===== src/rtl/jk_sync_counter.sv =====
// Synchronous modulo-MOD up/down counter built from one JK flip-flop stage per bit.
// Define JKCNT_SAT_EN to saturate at the ends of the range instead of wrapping.

module jk_stage (
  input  logic clk,
  input  logic rst_n,
  input  logic j,
  input  logic k,
  output logic q,
  output logic qb
);
  always_ff @(posedge clk or negedge rst_n) begin
    if (!rst_n) q <= 1'b0;
    else begin
      case ({j, k})
        2'b10:   q <= 1'b1;
        2'b01:   q <= 1'b0;
        2'b11:   q <= ~q;
        default: q <= q;
      endcase
    end
  end

  assign qb = ~q;
endmodule

module jk_sync_counter #(
  parameter int WIDTH = 4,
  parameter int MOD   = 10
) (
  input  logic             clk,
  input  logic             rst_n,
  input  logic             en,
  input  logic             up,
  input  logic             load,
  input  logic [WIDTH-1:0] d,
  output logic [WIDTH-1:0] q,
  output logic [WIDTH-1:0] qb,
  output logic             tc,
  output logic             ovf
);
  localparam logic [WIDTH-1:0] MAXV = WIDTH'(MOD - 1);

  logic [WIDTH-1:0] j, k, ld_val, lo_ones, lo_zeros, tgl;
  logic             at_term;

  assign at_term = up ? (q == MAXV) : (q == '0);
  assign tc      = en & ~load & at_term;
  assign ld_val  = (d > MAXV) ? MAXV : d;

  // Ripple-free carry/borrow terms: stage i toggles when all lower bits are 1 (up) or 0 (down).
  always_comb begin
    lo_ones     = '0;
    lo_zeros    = '0;
    lo_ones[0]  = 1'b1;
    lo_zeros[0] = 1'b1;
    for (int i = 1; i < WIDTH; i++) begin
      lo_ones[i]  = lo_ones[i-1] & q[i-1];
      lo_zeros[i] = lo_zeros[i-1] & ~q[i-1];
    end
  end

  assign tgl = up ? lo_ones : lo_zeros;

  always_comb begin
    j = '0;
    k = '0;
    if (load) begin
      j = ld_val;
      k = ~ld_val;
    end else if (en) begin
      if (at_term) begin
`ifdef JKCNT_SAT_EN
        j = '0;
        k = '0;
`else
        // Wrap target is forced with set/reset, not toggle, since MOD need not be a power of 2.
        j = up ? '0 : MAXV;
        k = ~j;
`endif
      end else begin
        j = tgl;
        k = tgl;
      end
    end
  end

  for (genvar i = 0; i < WIDTH; i++) begin : g_stage
    jk_stage u_stage (
      .clk   (clk),
      .rst_n (rst_n),
      .j     (j[i]),
      .k     (k[i]),
      .q     (q[i]),
      .qb    (qb[i])
    );
  end

  // tc is exactly the wrap/saturation attempt condition.
  always_ff @(posedge clk or negedge rst_n) begin
    if (!rst_n)    ovf <= 1'b0;
    else if (load) ovf <= 1'b0;
    else if (tc)   ovf <= 1'b1;
  end
endmodule


===== config.mk =====
export PLATFORM = sky130hd
export DESIGN_NAME = jk_sync_counter
export DESIGN_NICKNAME = d
export VERILOG_FILES = /design/src/rtl/jk_sync_counter.sv
export SDC_FILE = /design/constraint.sdc
export NUM_CORES = 1
export LEC_CHECK = 0
export CAP_MARGIN = 20
export CORE_AREA = 2 2 39 41
export DETAILED_ROUTE_END_ITERATION = 7
export DIE_AREA = 0 0 41 43
export PLACE_DENSITY = 0.67
export SLEW_MARGIN = 10
export SYNTH_ARGS = -nofsm -noshare
export SYNTH_HDL_FRONTEND = slang
export SYNTH_SLANG_ARGS = --single-unit

===== constraint.sdc =====
create_clock -name clk -period 3 [get_ports clk]
set_input_delay 0.45 -clock clk [delete_from_list [all_inputs] [get_ports clk]]
set_output_delay 0.45 -clock clk [all_outputs]
set_load 0.005 [all_outputs]

## Word level (Yosys, flattened, before mapping)

Cells that the tools add are included.

- $lt $le $gt $ge: 1
- Equality and inequality tests: 13
- Muxes and demuxes: 16
- Bitwise logic cells: 13
- Reductions and logical operators: 6

Operators with widths:

| kind | number |
|---|---|
| $mux 4 | 9 |
| $eq 2x2->1 const B | 8 |
| $pmux 1 s3 | 4 |
| $reduce_bool 3->1 | 4 |
| $eq 2x1->1 const B | 4 |
| $not 4->4 | 2 |
| $and 1x1->1 | 6 |
| $not 1->1 | 5 |
| $eq 4x4->1 const B | 1 |
| $gt 4x4->1 const B | 1 |
| $logic_not 4->1 | 1 |
| $mux 1 | 3 |
| $reduce_bool 2->1 | 1 |

- Bits in registers: 5
- Bits of input ports: 9
- Output and inout bits: 10
- Logic and storage cells: 54

## Depth between registers and ports, before layout

Gate-level depths: netlist of the first run.

- Word-level depth: 9
- Depth in mapped cells: 4

## By module

From an unflattened synthesis of the first run, not the netlist that was laid out.

- Cells, all modules: 54
- Area total of the unflattened synthesis: 397.9 um^2

By module, submodules not included:

| module | instances | cells an instance | area each (um^2) | sequential area each (um^2) |
|---|---|---|---|---|
| jk_sync_counter | 1 | 38 | 247.7 | 25.0 |
| jk_stage | 4 | 4 | 37.5 | 25.0 |

## Least setup slack after synthesis of the first run

No wires, ideal clock.

- Path kind: in2out
- From: input port en
- To: output port tc
- Data arrival time: 1.038 ns
- Data required time: 2.550 ns
- Setup slack: 1.512 ns
- Stages: 4
- Buffers on the path: 1
- Cells stage by stage: buf_2 nor3b_1 o21ai_1 nor2_1

- Word-level cells in the longest chain between the ends: 2

RTL lines:

| item | line | RTL |
|---|---|---|
| from (decl) | 33 | `input logic en,` |
| $and 1x1->1 (2 in series) | 48 | `assign tc = en & ~load & at_term;` |
| to (decl) | 39 | `output logic tc,` |

No other way between the ends.

## Worst setup path after layout of the first run

Ends and elaborated chain as after synthesis.

==> impl_metrics.ini, run 1 <==
[outcome]
status = finished clean

[grt]
largest_net_degree_at_the_start_of_global_routing = 13
antenna_found_initial = 0
grt_use_total_pct = 13.6
grt-ovfl-total = 0
number_of_global_route_vias_before_repair = 342
grt_first_pass_wirelength_um = 1540

[pwr]
internal_power_mw = 0.181
power.share.sequential_pct = 35.8
power.net_switching_mw = 0.0814
clockPowerShare_pct = 30.9
power.static_leakage_nw = 0.251
power_frac_comb_pct = 33.3
powerDensity_nw_per_um2 = 431
power.share.switching_pct = 31.0
vdd_drop_max_mv = 0.163

[drt]
detail_route.drc_violations = 0
antenna_violating_nets_post_route = 0
routed_via_count_divided_by_cell_count = 5.04
drt-wirelength-per-cell_um = 12.0
wl_met1_um = 432
detailroute.wirelength.met2_um = 482
detail_route.wirelength_um = 993
dr.pass1.iters = 4
topRoutingLayerUsed = met4
drt_iter0_drc = 7
detailroute.wirelength.met3_um = 64
routed-via-count = 418

[layout]
area.growth.synth_to_final_pct = 30.2
antennaDiodeCount = 0
final_common_cell = clkdlybuf4s50_1
share_of_cells_above_drive_strength_1_pct = 8.96
final_cell_mix = clkdlybuf4s50_1 (18), inv_1 (7), nor2_1 (5), dfrtp_1 (5)
nNetsFinal = 77
num-fill-cells = 145

[logic_synthesis]
synthArstFlopShare_pct = 100
synth_area_per_cell_um2 = 8.21
synth.yosys.warnings = 0
area_share_of_xor_xnor_cells_in_the_synthesized_design_pct = 5.61
synth-edff-count = 0
synth_fa_ha_area_share_pct = 0
post_synth_inst_count = 57
yosys.area_share.simple_pct = 19.3
ys_ff_latch = 5
synth_nets = 66
number_of_distinct_library_cells_after_synthesis = 28
synth-seq-area-share_pct = 26.7
main_combinational_cell_family_by_area_after_synthesis = compound AO/OA/AOI/OAI gates
synth_flop_cell = dfrtp_1
synth_compound_area_share_pct = 24.6
mappedNetlistArea_um2 = 468
synthMuxAreaShare_pct = 0

[worst_setup_path]
setup.worst_path.start_class = input port
r2r_start = g_stage[0].u_stage.q$_DFFE_PN0P_
reg2reg_depth = 3
worst-endpoint-arrival_ns = 2.10
critical_path.max_fanout = 8
cp-startpoint = en
cp.required_ns = 2.55
crit_path_end_kind = output port
setup.worst_path.class = input port to output port

[sta]
timing.final.hold_violations = 0
fmax_mhz = 392
part_of_the_cycle_the_worst_path_needs_pct = 85.1
setup_repair_after_global_routing_missed_its_margin = false
minimum_clock_period_ns = 2.55
final_report_setup_violation_count = 0
skew_ns = 0.00895
slew_violations = 0
worstMarginPinSlew_ns = 0.417
hold-worst-slack_ns = 0.421
slew_headroom_pct = 72.1
setup-tns-final_ns = 0

[clock_network]
cts.htree.levels = 1
cts_buffer_depth = 2
worst_skew_pair.late_latency_ns = 0.25
post_cts_resize_count = 0
cts_root_buffer = clkbuf_4
path_clk_slew_ns = 0.05
tritoncts = done
cts_num_sinks = 5
post_cts_setup_repair_bufs = 0
postCtsHoldBufs = 0
cts_buffers = 3

[place]
numPortBuffers = 18
hpwl_um = 680
place_congestion = 0.718

[die]
fp.dieArea_um2 = 1760
die-height_um = 43
core_region_area_um2 = 1380
design.portCount = 19
start_util_pct = 33.8
placementRows = 14
die_span_in_x_um = 41

[hold_path]
hold_class = input port to async pin

[run]
drv.max_cap_violation_count = 0
-- cells in the mapped netlist, drive strengths merged (2+ instances only) --
cell	instances	area share, %
a211oi	2	4.3
dfrtp	5	27
o21a	2	3.2
inv	7	5.6
o21ai	4	4.3
xnor2	2	3.7
o2111ai	2	3.7
nor3	2	2.1
and3	3	4.3
nor2	5	4.0
buf	11	17
-- power by group through the flow --
stage	registers (mW)	logic (mW)	clock network, mW
final	0.0939	0.0874	0.0812
after global routing	0.0960	0.0967	0.0912
after CTS	0.0937	0.0887	0.0859
after detailed placement	0.0945	0.0871	0
after global placement	0.0950	0.0860	0
after floorplan	0.0848	0.0696	0
-- critical path, stage by stage --
cell             delay [ns]
clkdlybuf4s50_1        0.63
nor3b_1                0.29
o21ai_1                0.13
nor2_1                 0.10
clkdlybuf4s50_1        0.50
-- through the flow --
step | util (%) | total power [mW] | instance area, um2 | worst slack (ns) | cells
2_1_floorplan | - | 0.154 | 468 | 1.51 | 57
3_3_place_gp | 42.1 | 0.181 | 583 | 0.478 | 79
3_5_place_dp | 42.1 | 0.182 | 583 | 0.476 | 79
4_1_cts | 44.0 | 0.268 | 609 | 0.444 | 83
5_1_grt | 44.0 | 0.284 | 609 | 0.283 | 83
6_report | 44.0 | 0.263 | 609 | 0.446 | 83
-- cell families (layout without fill, tap and decap cells) --
logic type,count (synthesis),count (layout)
buffers and inverters,19,29
AND/OR/NAND/NOR,16,16
AO/OA/AOI/OAI,14,14
flip-flops,5,5
XOR/XNOR,3,3
-- per-layer routing --
metal	track usage, %	up-vias
met2	17.5	20
met5	0	-
met1	17.6	188
li1	-	208
met4	14.0	0
met3	2.09	2
-- cell type report --
type                       instances  area, um2  area share (%)
tap                               16       20.0            3.29
sequential                         5        125            20.5
clock buffer                       4       26.3            4.31
timing repair buffer              18        180            29.6
multi-input combinational         33        231            38.0
inverter                           7       26.3            4.31
-- path summary, 6_finish.rpt --
check / to / slack, ns
max: tc / 0.45
min: g_stage[3].u_stage.q$_DFFE_PN0P_ / 0.42
max reg2reg: g_stage[2].u_stage.q$_DFFE_PN0P_ / 1.64
min reg2reg: ovf$_DFFE_PN0P_ / 0.52
max in group asynchronous: g_stage[1].u_stage.q$_DFFE_PN0P_ / 2.38
min in group clk: ovf$_DFFE_PN0P_ / 0.52
-- state kept, by name, summed over array words and instances (netlist names) --
register,count
ovf,1
g_stage.u_stage.q,4
Note: power is estimated with default switching activity, not from simulation.
==> run 2, diff against run 1 <==
==> constraint.sdc (replaced) <==
create_clock -name clk -period 3.2 [get_ports clk]
set_input_delay 0.48 -clock clk [delete_from_list [all_inputs] [get_ports clk]]
set_output_delay 0.48 -clock clk [all_outputs]
set_load 0.005 [all_outputs]
==> results of run 2 <==
The final DEF is identical to that of run 1. Status: finished clean.
Main changes from that run: setup slack after placement 0.476 ns -> 0.616 ns; setup slack after layout 0.446 ns -> 0.586 ns; hold slack 0.421 ns -> 0.451 ns; register-to-register setup slack 1.64 ns -> 1.84 ns; total power 0.263 mW -> 0.246 mW; worst IR drop on VDD 0.163 mV -> 0.153 mV
